==> src/rtl/jtcop_pkg.sv <==
// Shared definitions for the jtcop object DMA and sprite engine.
// FSM encoding and default transfer geometry.
package jtcop_pkg;

  localparam int DMA_AW  = 10;
  localparam int DMA_LEN = 1024;

  localparam logic [2:0] S_IDLE  = 3'd0;
  localparam logic [2:0] S_REQ   = 3'd1;
  localparam logic [2:0] S_GRANT = 3'd2;
  localparam logic [2:0] S_READ  = 3'd3;
  localparam logic [2:0] S_WRITE = 3'd4;
  localparam logic [2:0] S_DONE  = 3'd5;

  typedef enum logic [2:0] {
    IDLE  = S_IDLE,
    REQ   = S_REQ,
    GRANT = S_GRANT,
    READ  = S_READ,
    WRITE = S_WRITE,
    DONE  = S_DONE
  } dma_st_t;

endpackage

==> src/rtl/jtcop_objdma.sv <==
// Sprite-table DMA: takes the 68000 bus, copies sprite RAM
// into the object buffer word by word, then returns the bus.
import jtcop_pkg::*;

module jtcop_objdma #(
  parameter int AW  = DMA_AW,
  parameter int LEN = DMA_LEN
) (
  input  logic          clk,
  input  logic          rst_n,
  input  logic          cen,
  input  logic          dm_cs,
  input  logic          ASn,
  input  logic          BGn,
  output logic          BRn,
  output logic          BGACKn,
  output logic          busy,
  output logic          dma_cs,
  output logic [AW-1:0] dma_addr,
  input  logic [15:0]   dma_din,
  input  logic          dma_ok,
  output logic          buf_we,
  output logic [AW-1:0] buf_addr,
  output logic [15:0]   buf_dout
);

  localparam logic [AW:0] LAST = (AW+1)'(LEN-1);

  dma_st_t       st, st_nx;
  logic [AW:0]   cnt, cnt_nx, cnt_inc;
  logic          pend, pend_nx;
  logic          dm_l, trig;
  logic          brn_nx, bgackn_nx, busy_nx;
  logic          dma_cs_nx, buf_we_nx;
  logic [AW-1:0] dma_addr_nx, buf_addr_nx;
  logic [15:0]   buf_dout_nx;

  assign cnt_inc = cnt + 1'b1;

  always_ff @(posedge clk or negedge rst_n) begin
    if (!rst_n) begin
      dm_l     <= 1'b0;
      trig     <= 1'b0;
      st       <= IDLE;
      cnt      <= '0;
      pend     <= 1'b0;
      BRn      <= 1'b1;
      BGACKn   <= 1'b1;
      busy     <= 1'b0;
      dma_cs   <= 1'b0;
      dma_addr <= '0;
      buf_we   <= 1'b0;
      buf_addr <= '0;
      buf_dout <= '0;
    end else begin
      dm_l     <= dm_cs;
      trig     <= dm_cs & ~dm_l;
      st       <= st_nx;
      cnt      <= cnt_nx;
      pend     <= pend_nx;
      BRn      <= brn_nx;
      BGACKn   <= bgackn_nx;
      busy     <= busy_nx;
      dma_cs   <= dma_cs_nx;
      dma_addr <= dma_addr_nx;
      buf_we   <= buf_we_nx;
      buf_addr <= buf_addr_nx;
      buf_dout <= buf_dout_nx;
    end
  end

  // Outputs are computed one state ahead so every port is a flop
  always_comb begin
    st_nx       = st;
    cnt_nx      = cnt;
    pend_nx     = pend | (trig & (st != IDLE));
    brn_nx      = BRn;
    bgackn_nx   = BGACKn;
    busy_nx     = busy;
    dma_cs_nx   = dma_cs;
    dma_addr_nx = dma_addr;
    buf_we_nx   = 1'b0;
    buf_addr_nx = buf_addr;
    buf_dout_nx = buf_dout;
    unique case (st)
      IDLE: begin
        if (trig | pend) begin
          st_nx   = REQ;
          cnt_nx  = '0;
          pend_nx = 1'b0;
          busy_nx = 1'b1;
          brn_nx  = 1'b0;
        end
      end
      REQ: begin
        brn_nx = 1'b0;
        if (cen && !BGn && ASn && BGACKn)
          st_nx = GRANT;
      end
      GRANT: begin
        if (cen) begin
          bgackn_nx   = 1'b0;
          brn_nx      = 1'b1;
          st_nx       = READ;
          dma_cs_nx   = 1'b1;
          dma_addr_nx = cnt[AW-1:0];
        end
      end
      READ: begin
        if (dma_ok) begin
          buf_dout_nx = dma_din;
          buf_we_nx   = 1'b1;
          buf_addr_nx = cnt[AW-1:0];
          dma_cs_nx   = 1'b0;
          st_nx       = WRITE;
        end
      end
      WRITE: begin
        if (cnt == LAST) begin
          st_nx = DONE;
        end else begin
          cnt_nx      = cnt_inc;
          dma_cs_nx   = 1'b1;
          dma_addr_nx = cnt_inc[AW-1:0];
          st_nx       = READ;
        end
      end
      DONE: begin
        if (cen) begin
          bgackn_nx = 1'b1;
          if (pend) begin
            // a trigger arriving right now stays queued
            st_nx   = REQ;
            brn_nx  = 1'b0;
            cnt_nx  = '0;
            pend_nx = trig;
          end else begin
            st_nx   = IDLE;
            busy_nx = 1'b0;
          end
        end
      end
      default: st_nx = IDLE;
    endcase
  end

endmodule

==> config.mk <==
export PLATFORM = sky130hd
export DESIGN_NAME = jtcop_objdma
export DESIGN_NICKNAME = d
export VERILOG_FILES = /design/src/rtl/jtcop_pkg.sv /design/src/rtl/jtcop_objdma.sv
export SDC_FILE = /design/constraint.sdc
export NUM_CORES = 1
export LEC_CHECK = 0
export ABC_AREA = 1
export CORE_MARGIN = 3
export CORE_UTILIZATION = 50
export CTS_CLUSTER_SIZE = 40
export DETAILED_ROUTE_END_ITERATION = 6
export GPL_ROUTABILITY_DRIVEN = 0
export PLACE_DENSITY = 0.8
export SYNTH_ARGS = -nofsm -noshare
export SYNTH_HDL_FRONTEND = slang
export SYNTH_SLANG_ARGS = --single-unit
==> constraint.sdc <==
create_clock -name clk -period 1.8 [get_ports clk]
set_input_delay 0.27 -clock clk [delete_from_list [all_inputs] [get_ports clk]]
set_output_delay 0.27 -clock clk [all_outputs]
set_load 0.1 [all_outputs]
==> out/summary.md, run 1 <==
The run finished with clean final reports. The tools report the TritonCTS sink count as 58. Global routing finished with a remaining overflow of 0.

The cell depth of the worst hold path works out to 1. Setup slack closes at 186 ps. In this run the power density over the cells is 1880 nW/um^2.

The maximum number of buffers from clock root to sink came out at 2. The data arrival time of the critical path was 1880 ps; the critical path data required time was 2060 ps. In the routed design, unresolved DRC markers number 0.

The run gives 0.00193 uW as the leakage power of the design. For the number of violations reported at the end of detailed-routing iteration 0, the log shows 185. The slowest stage of the critical path is the sky130_fd_sc_hd__dfrtp_1 cell. Along the worst path, the maximum fanout reaches 8.

The core box area was 5240 sq um; the normalized max-slew margin was 71.2%. The number of placement rows was 26. For the pin with the worst max-slew slack, the measured transition is 432 ps. TritonCTS built the clock tree. After detailed routing, the total wire length is 6.27 mm. After detailed placement, the total cell area comes to 3470 sq um. Setup violations remaining at the end of the flow were counted as 0.

The run gives 448 as the post-layout net count. Before antenna repair, the detailed router went through 4 iterations. Across the run, the number of max-cap violations was 0. In this design, the critical path's most frequently occurring cell is sky130_fd_sc_hd__nand2_1. Across the whole layout, storage elements account for 1450 sq um. Subtracting the final worst setup slack from the clock period gives 1610 ps. Averaged over all synthesized cells, the footprint is 7.85 sq um.

In this run the vertical extent of the chip is 80.3 um. The post-route setup TNS is 0 ps, and the average routed wire per standard cell is 12.6 um. STA classifies the critical path endpoint as a flip-flop. The count of nets left with antenna violations once routing finished came out at 0. For the initial core utilization, the log shows 52.7%. Yosys printed 0 warnings. After layout, the worst path uses 89.7% of the clock period. The depth of the worst register-to-register path works out to 8.

The delay of the slowest cell on the worst path was 420 ps. For the number of H-tree levels, the log shows 3. The element type at the critical path start was a flip-flop. The reg-to-reg critical path startpoint was cnt[0]$_DFFE_PN0P_. The run gives 2,454 as the detailed-route via count. Clock tree synthesis selected as its root buffer the cell sky130_fd_sc_hd__clkbuf_8.

The number of cells produced by synthesis was 352; the unique cell type count in the Yosys netlist was 27. Based on the critical path, the design can be clocked at up to 619 MHz. Across the VDD grid, the largest voltage drop is 1.48 mV. The number of antenna violations at the first check in global routing is 0, and the setup clock skew after layout is 5.21 ps. The number of nets in the synthesized netlist came out at 377. Counting the fill cells in the layout gives 396.

The repair_antennas step left the layout with diodes totalling 0. The design draws 6970 uW. The capture endpoint of the worst hold path is trig$_DFF_PN0_. The combined area of the multi-input logic cells is 1130 sq um, and the via count of the first global-routing pass is 2,288. In this run the most critical hold path is launched from dm_l$_DFF_PN0_.

64 I/O pins were placed. The combined area of all synthesized cells is 2760 sq um. The die covers 6450 sq um.

Prior to clock tree synthesis, the placed netlist has a worst setup slack of 108 ps. Once layout is done, the placed cells without fillers occupy 3700 sq um. Classification of the worst setup path: reg -> reg. The path class of the lowest-slack min-delay path was reg -> reg. The critical path goes through ha_1 -> nand2_1 -> nor2_4 -> nand4_2 -> nand2_1 -> nor2_2 -> nand2_1 -> nand2_1. The number of buffers added for setup after CTS was 0; the number of buffers inserted during clock tree synthesis was 9. The logs give 0 for the final hold violation count and 10.8 mm for the wire length of the first global-routing pass. The ratio of routed vias to standard cells works out to 4.93.

For the number of pins exceeding their max-slew limit in the final report, the log shows 0. Setup repair after global routing left no endpoint under its margin. The pin count of the biggest net entering global routing was 36; the horizontal die dimension was 80.3 um.

Of the synthesized area, sequential elements account for 52.6%. Across every metal layer, demand over resource in global routing totals 21.9%. The synthesis-to-layout area growth was 34.0%; the worst-skew pair later-pin latency was 330 ps. In the final layout, the share of cells above drive strength 1 is 19.4%. Across all register-to-register paths, the minimum setup slack is 190 ps. Summed over all nets, the half-perimeter wirelength after detailed placement is 4.58 mm. The number of storage elements in the synthesis netlist is 58. Clock-pin slew was measured on the worst setup and hold paths at 60 ps. The worst register-to-register path ends at dma_addr[4]$_DFFE_PN0P_. Hold is met by 394 ps.

In this run the tool buffered the top-level ports with 63 buffer cells.
-- logic make-up (layout without fill, tap and decap cells) --
logic type | after synthesis | count (layout) | share of synthesized area, %
AND/OR/NAND/NOR | 221 | 221 | 34.4
flip-flops | 58 | 58 | 52.6
buffers and inverters | 41 | 117 | 6.43
AO/OA/AOI/OAI | 29 | 29 | 5.30
adder cells (fa/ha/maj) | 2 | 2 | 0.906
XOR/XNOR | 1 | 1 | 0.317
-- how the worst max path moves through the flow --
stage,start,to,slack [ps],cells past startpoint
global route,st[0]$_DFFE_PN0P_,cnt[7]$_DFFE_PN0P_,5,8
CTS,st[2]$_DFFE_PN0P_,buf_addr[7]$_DFFE_PN0P_,160,8
finish,cnt[0]$_DFFE_PN0P_,dma_addr[4]$_DFFE_PN0P_,190,8
floorplan,BGACKn$_DFFE_PN1P_,st[2]$_DFFE_PN0P_,350,6
detailed placement,cen,cnt[3]$_DFFE_PN0P_,110,8
global placement,cen,cnt[9]$_DFFE_PN0P_,170,8
-- cells in the mapped netlist, drive strengths merged --
cell	n	area [sq um]
dfrtp	56	1400
nand4	1	12.5
nor3b	1	7.51
nor3	2	15.0
dfstp	2	52.6
o21ai	22	110
a21oi	6	30.0
nand2	165	629
nor2	29	149
ha	2	25.0
nand3	21	123
inv	31	116
o22ai	1	6.26
xor2	1	8.76
nand3b	2	15.0
buf	10	61.3
-- power by group --
part	internal [uW]	switching [uW]
Combinational	873	2900
Sequential	1640	246
Clock	812	498
-- layout make-up --
type                            instances  area share [%]
Timing Repair Buffer                   70            18.7
Multi-Input combinational cell        253            30.6
Clock inverter                          5            2.10
Tap cell                               70            2.37
Inverter                               31            3.21
Clock buffer                           11            3.82
Sequential cell                        58            39.3
-- layer usage --
layer,up-vias,part of all wire [%],track usage [%]
li1,1237,-,-
met1,1137,46,31.6
met2,68,47,31.9
met3,12,5.4,4.71
met4,0,2.1,9.29
met5,-,0,0
-- registers in the layout, indices dropped and copies added (netlist names) --
signal	cells
buf_dout	16
BRn	1
dma_addr	10
BGACKn	1
st	3
dma_cs	1
dm_l	1
buf_addr	10
pend	1
trig	1
busy	1
cnt	11
buf_we	1
-- layout by cell type, fill, tap and decap left out, types with 2 or more instances in the layout --
| cell | n |
|---|---|
| sky130_fd_sc_hd__a21oi_1 | 6 |
| sky130_fd_sc_hd__buf_12 | 9 |
| sky130_fd_sc_hd__buf_4 | 38 |
| sky130_fd_sc_hd__bufinv_16 | 2 |
| sky130_fd_sc_hd__clkbuf_8 | 10 |
| sky130_fd_sc_hd__clkdlybuf4s50_1 | 21 |
| sky130_fd_sc_hd__clkinv_2 | 2 |
| sky130_fd_sc_hd__dfrtp_1 | 56 |
| sky130_fd_sc_hd__dfstp_2 | 2 |
| sky130_fd_sc_hd__ha_1 | 2 |
| sky130_fd_sc_hd__inv_1 | 27 |
| sky130_fd_sc_hd__inv_2 | 3 |
| sky130_fd_sc_hd__nand2_1 | 163 |
| sky130_fd_sc_hd__nand3_1 | 19 |
| sky130_fd_sc_hd__nand3b_1 | 2 |
| sky130_fd_sc_hd__nor2_1 | 21 |
| sky130_fd_sc_hd__nor2_2 | 4 |
| sky130_fd_sc_hd__nor2_4 | 4 |
| sky130_fd_sc_hd__o21ai_0 | 13 |
| sky130_fd_sc_hd__o21ai_1 | 9 |
-- repair_timing --
| item | CTS | global route |
|---|---|---|
| hold buffers | 1 | 0 |
| resized for setup | 0 | 2 |
| hold endpoints to repair | 56 | 0 |
| endpoints found under the setup margin | 0 | 6 |
-- stage by stage --
step | std cells | util, %
after CTS | 498 | 70.6
after floorplan | 352 | -
after detailed placement | 481 | 66.2
after global routing | 498 | 70.7
final | 498 | 70.7
after global placement | 481 | 66.2
-- worst max-delay path, delay by kind of cell (launching register included) --
kind,cells,cell delay [ps]
simple gates,7,910
flops,1,420
fa+ha+maj,1,220
(Power assumes the default switching activity.)
==> inputs of run 2 (changes only) <==
GPL_TIMING_DRIVEN = 0   (was default)
==> out/summary.md, run 2 (synthesized netlist as in run 1, its figures left out) <==
Of the available clock period, the critical path in the final layout requires 98.5%. Entering global routing, the biggest net connects 42 pins. During I/O placement, the number of pins put on the boundary was 64.

TritonCTS built the clock tree. After detailed routing, the number of remaining DRC violations is 0. The element type at the critical path start is a flip-flop. The depth of the worst register-to-register path came out at 9. Walking the worst path, the cells encountered are clkdlybuf4s15_1.

The buffering stage count on the worst path with inverters included is 1. The number of pins exceeding their max-slew limit in the final report was 0; the setup clock skew after layout was 11.7 ps. For this configuration, the core starts out at a cell density of 52.7%. The global-route usage over all layers came out at 21.5%.

In the final design database the tool counted 455 nets. IR analysis of the VDD net gives a maximum drop of 1.47 mV. Leaving out fill and tap cells, the most frequent cell in the layout is sky130_fd_sc_hd__nand2_1.

After layout, the worst setup slack is 27.5 ps. After global routing the overflow that remains totals 0. Leaving out fill and tap cells, the most frequent cells in the layout are sky130_fd_sc_hd__nand2_1 (163), sky130_fd_sc_hd__dfrtp_1 (56), sky130_fd_sc_hd__inv_1 (27). Fraction of final layout cells with drive strength greater than 1: 20.0%.

The power density of the placed cells is 1860 nW/um^2. STA classifies the critical path endpoint as a primary output. After detailed routing, the average wire length per cell comes to 12.7 um. For this block, the initial DRC count from the detailed router was 204. The logs give 1500 ps for the data arrival time of the critical path and 0 for the final hold violation count.

The normalized max-slew margin was 36.9%. The floorplan step defined a die boundary enclosing 6450 sq um. The flow ran to the end, and the final reports show no timing, DRC or antenna violations. For the via count of the first global-routing pass, the log shows 2,201. At the pin with the least slew margin, the transition time is 950 ps. Before CTS, the worst setup slack after placement is -122 ps. Input and output buffers added on the ports amount to 63.

After detailed routing, the total wire length is 6.41 mm. The combined area of the multi-input logic cells came out at 1130 sq um. The number of max-cap violations was 0.

Setup violations remaining at the end of the flow were counted as 0. In this run the worst hold path is classified as in -> async. The worst-skew pair later-pin latency came out at 330 ps.

Total power for the finished layout comes to 6780 uW. Library cell used as clock root buffer: sky130_fd_sc_hd__clkbuf_8. The clock tree synthesis step divided the H-tree into 3 levels. The minimum clock period came out at 1770 ps. The classification of the worst setup path was reg -> out.

Leakage power of the design: 0.00189 uW. The clock-pin slew on the worst setup and hold paths is 70 ps, and the fill cell instance count of the final layout is 427. The wire-length estimate of the detail-placed layout is 4.64 mm. The floorplan step set the die height to 80.3 um. The cell with the largest stage delay on the worst path was sky130_fd_sc_hd__clkdlybuf4s15_1. The core box area is 5240 sq um.

The largest registers in the layout are buf_dout (16), cnt (11). For this block, the via count after detailed routing is 2,497. The TritonCTS sink count is 58, and the maximum number of buffers from clock root to sink is 2. The highest fanout seen on the critical path works out to 2. The register with the most flip-flops in the final layout is buf_dout. Compared with the post-synthesis result, the final layout area differs by 31.6%. For this run, the detailed router's first-pass iteration total came to 5. The horizontal die dimension was 80.3 um; the total inserted antenna cells was 0. In this run the core area contains 26 standard-cell rows.

The first global-routing pass estimated 10.4 mm of wire. The logs give 9 for the number of buffers inserted during clock tree synthesis and 0 for the number of antenna violations at the first check in global routing. The register with the most flip-flops in the layout has 16 of them. The number of gates on the worst path with buffers counted was 1. Across the whole layout, storage elements account for 1450 sq um.

The delay of the slowest cell on the worst path is 820 ps, and the remaining antenna violation count after routing is 0. Timing would allow up to 564 MHz. After detailed routing, the number of vias per cell comes to 4.94.

Setup repair after global routing left no endpoint under its margin. The kind of cell adding the most delay to the critical path was buffers and inverters. The critical path data required time is 1530 ps.
-- run 2: changes by cell type in the layout (fill, tap and decap cells not counted), sizes merged --
cell	delta
buf	-34
clkbuf	+24
clkdlybuf4s15	+16
dlygate4sd2	+1
-- run 2: per-stage QoR --
stage / setup TNS (ps) / hold WS [ps] / instances / cell area, sq um / util [%]
2_1_floorplan: 0 / -25.6 / 352 / 2760 / -
3_3_place_gp: -75390 / 381 / 485 / 3480 / 66.5
3_5_place_dp: -392 / 230 / 486 / 3500 / 66.7
4_1_cts: 0 / 397 / 503 / 3740 / 71.4
5_1_grt: 0 / 402 / 505 / 3640 / 69.4
6_report: 0 / 397 / 505 / 3640 / 69.4
-- run 2: routing by layer --
| metal | GRT usage [%] | vias to the layer above | wire, um |
|---|---|---|---|
| li1 | - | 1259 | - |
| met1 | 28.6 | 1156 | 2850 |
| met2 | 33.4 | 69 | 3100 |
| met3 | 5.61 | 13 | 366 |
| met4 | 8.95 | 0 | 99 |
| met5 | 0 | - | 0 |
-- run 2: final timing paths --
kind / startpoint / slack [ps] / endpoint
max in group asynchronous: rst_n / 800 / BRn$_DFFE_PN1P_
max reg2reg: cnt[0]$_DFFE_PN0P_ / 150 / cnt[2]$_DFFE_PN0P_
max: dma_addr[7]$_DFFE_PN0P_ / 30 / dma_addr[7]
min in group clk: dm_l$_DFF_PN0_ / 400 / trig$_DFF_PN0_
min reg2reg: dm_l$_DFF_PN0_ / 400 / trig$_DFF_PN0_
min: rst_n / 400 / buf_dout[13]$_DFFE_PN0P_
-- run 2: timing repair --
item,CTS,global route
hold endpoints to repair,16,0
pin swaps,0,1
resized for setup,93,26
buffers inserted,0,2
setup endpoints to repair,41,26
hold buffers,1,0
-- run 2: where the power goes --
| part | switching, uW | internal, uW |
|---|---|---|
| sequential | 186 | 1640 |
| combinational | 2940 | 684 |
| clock | 516 | 813 |
-- run 2: cell type report --
class / count / share of cell area [%]
plain buffers: 10 / 1.69
clock buffers: 11 / 3.89
clock inverters: 5 / 2.13
inverters: 31 / 3.20
multi-input cells: 253 / 31.1
flip-flops and latches: 58 / 40.0
well taps: 70 / 2.41
repair buffers: 67 / 15.6
==> inputs of run 3 (changes only) <==
CELL_PAD_IN_SITES_DETAIL_PLACEMENT = 2   (was default)
CELL_PAD_IN_SITES_GLOBAL_PLACEMENT = 2   (was default)
CORE_ASPECT_RATIO = 0.75   (was default)
CORE_UTILIZATION = 28   (was 50)
PLACE_DENSITY = default   (was 0.8)
PLACE_DENSITY_LB_ADDON = 0.1   (was default)
==> out/summary.md, run 3 (synthesized netlist as in run 1, its figures left out) <==
The flow ran to the end, and the final reports show no timing, DRC or antenna violations. The kind of cell adding the most delay to the critical path is buffers and inverters. The tools report the total area of sequential cells as 1460 sq um.

Setup violations remaining at the end of the flow were counted as 0. The run gives 6.38 mm as the detailed placement HPWL. Register ranked first by flip-flop count: buf_dout. The tools report the highest achievable clock rate as 569 MHz.

Hold repair after CTS inserted 0 buffers. Headroom to the max-slew limit came out at 36.6%. Once placement finished, the instance area stood at 3550 sq um.

The run gives 0 as the number of antenna violations at the first check in global routing. For this design, the slowest cell found on the critical path is sky130_fd_sc_hd__clkdlybuf4s15_1. The run gives 0 as the number of pins exceeding their max-slew limit in the final report. The average routed wire per standard cell is 16.5 um. The net count of the finished layout is 459. Die outline area: 11,100 sq um. Of all nets on the critical path, the largest fanout is 2. The delay of the slowest cell on the worst path came out at 820 ps.

The fraction of final layout cells with drive strength greater than 1 was 24.1%; the global route total overflow was 0. In this run the clock root is driven by a sky130_fd_sc_hd__clkbuf_16. The post-route setup TNS was 0 ps. The TritonCTS sink count was 58. The classification of the worst setup path is reg -> out. The first-pass detailed-route iteration total was 4; the remaining antenna violation count after routing was 0. The first global-routing pass estimated 14.9 mm of wire.

The run gives 0 as the count of unresolved DRC violations after routing. In this run the standard cell core region covers 9310 sq um. Floorplan die height: 92.0 um.

Hold is met by 21.2 ps. The run gives 2,731 as the via count of the first global-routing pass. The later pin in the worst-skew pair is clocked with a latency of 330 ps.

The number of gates on the worst path with buffers counted is 1, and the non-filler instance count after layout is 567. Leaving out fill and tap cells, the most frequent cell in the layout is sky130_fd_sc_hd__nand2_1. The worst hold path belongs to the class in -> async. The tools report the element type at the critical path start as a flip-flop. The signal on the critical path passes through clkdlybuf4s15_1.

The tools report the reg-to-reg critical path startpoint as cnt[1]$_DFFE_PN0P_. Counting the buffers created by CTS gives 9. The tools report the data arrival time of the critical path as 1490 ps. After routing the design area is 3890 sq um. Power spread over the standard cell area amounts to 1940 nW/um^2. For this run, the total global-route usage over all layers was measured as 17.4%. The tools report the number of max-cap violations as 0. The maximum number of buffers from clock root to sink was 2; the horizontal die dimension was 121 um. TritonCTS built the clock tree. The multi-input combinational cells in the finished layout cover a total of 1210 sq um. Setup repair after global routing could not meet its margin everywhere. The area growth from synthesis to layout is 40.9%. The pre-CTS setup slack was -154 ps.

The tools report the sort of element at the end of the critical path as a primary output. The floorplan has 30 rows. Number of I/O port buffers: 63.

The final worst slack was 42.2 ps. Fill cells in the final layout number 1,103. For the pin with the worst max-slew slack, the measured transition is 955 ps.

The setup clock skew after layout was 5.79 ps. The H-tree was split into 3 levels. The number of flip-flops under the largest register name came out at 16.

VDD sags by at most 0.744 mV. After the first detailed-routing iteration, the DRC count stood at 84. The number of antenna diodes in the final layout is 0. For this design the top-level I/O count stands at 64. The leakage power of the design came out at 0.00198 uW. For the worst flop-to-flop path, the logic depth is 9.

The run gives 0 as the final hold violation count. Entering global routing, the biggest net connects 59 pins. The initial core utilization is 29.7%, and the buffering stage count on the worst path with inverters included is 1. The clock-pin slew on the worst setup and hold paths was 50 ps; the wire length reported by the detailed router was 9.35 mm.

The final clock period utilization by the worst path was 97.7%. The tools report the launching element of the worst setup path as buf_dout[13]$_DFFE_PN0P_. The top cell types in the final layout, fill and taps aside, are sky130_fd_sc_hd__nand2_1 (154), sky130_fd_sc_hd__dfrtp_1 (55), sky130_fd_sc_hd__inv_1 (26).

In the routed layout, each cell is associated on average with a via count of 4.57. The routed design could run at a clock period as short as 1760 ps. In the final layout, the registers with the most flip-flops are buf_dout (16), cnt (11). The routed layout has 2,594 vias. The post-placement cell count was 543; the critical path data required time was 1530 ps.
-- run 3: changes by cell type in the layout (fill, tap and decap cells not counted), moves of 2 or more --
cell,change
sky130_fd_sc_hd__clkbuf_8,-10
sky130_fd_sc_hd__nor2_1,-2
sky130_fd_sc_hd__nand2_8,+2
sky130_fd_sc_hd__clkbuf_16,+9
sky130_fd_sc_hd__buf_4,+5
sky130_fd_sc_hd__nand2_1,-9
sky130_fd_sc_hd__clkdlybuf4s15_1,+2
sky130_fd_sc_hd__nand2_2,+7
sky130_fd_sc_hd__nor2_4,+3
sky130_fd_sc_hd__clkinv_4,+2
-- run 3: path summary, 6_finish.rpt --
path                                       to  slack, ps
min in group clk               trig$_DFF_PN0_        390
hold / removal              st[0]$_DFFE_PN0P_         20
max in group asynchronous   st[2]$_DFFE_PN0P_       1240
hold reg to reg                trig$_DFF_PN0_        390
setup / recovery                 buf_dout[13]         40
setup reg to reg           cnt[6]$_DFFE_PN0P_         50
-- run 3: routing by layer --
metal  GRT usage (%)  routed length (um)  vias up
met5               0                   0        -
met2            27.2                4360       44
met3            4.01                 386        9
met1            24.1                4490     1281
met4            4.81                 103        0
li1                -                   -     1260
-- run 3: cell type report --
type / instances / area share [%]
buffer: 10 / 1.58
clock buffer: 9 / 5.79
clock inverter: 7 / 1.80
inverter: 31 / 2.99
multi-input combinational: 254 / 31.2
sequential: 58 / 37.4
tap: 128 / 4.11
timing repair buffer: 70 / 15.1
-- run 3: what timing repair did --
item                                    4_1_cts  5_1_grt
pin swaps                                     0       11
buffers inserted                              0        7
resized for setup                            94       46
cloned                                        0        1
endpoints found under the setup margin       41       58
-- run 3: stage by stage --
step / power (uW) / utilization, %
floorplan: 4750 / -
global placement: 5720 / 38.2
detailed placement: 5800 / 38.1
CTS: 7430 / 41.5
global route: 7960 / 41.8
finish: 7540 / 41.8
-- run 3: where the power goes --
group | internal [uW] | total (uW) | switching [uW]
combinational | 835 | 4000 | 3170
clock | 1070 | 1680 | 617
sequential | 1640 | 1850 | 209
total | 3540 | 7540 | 3990
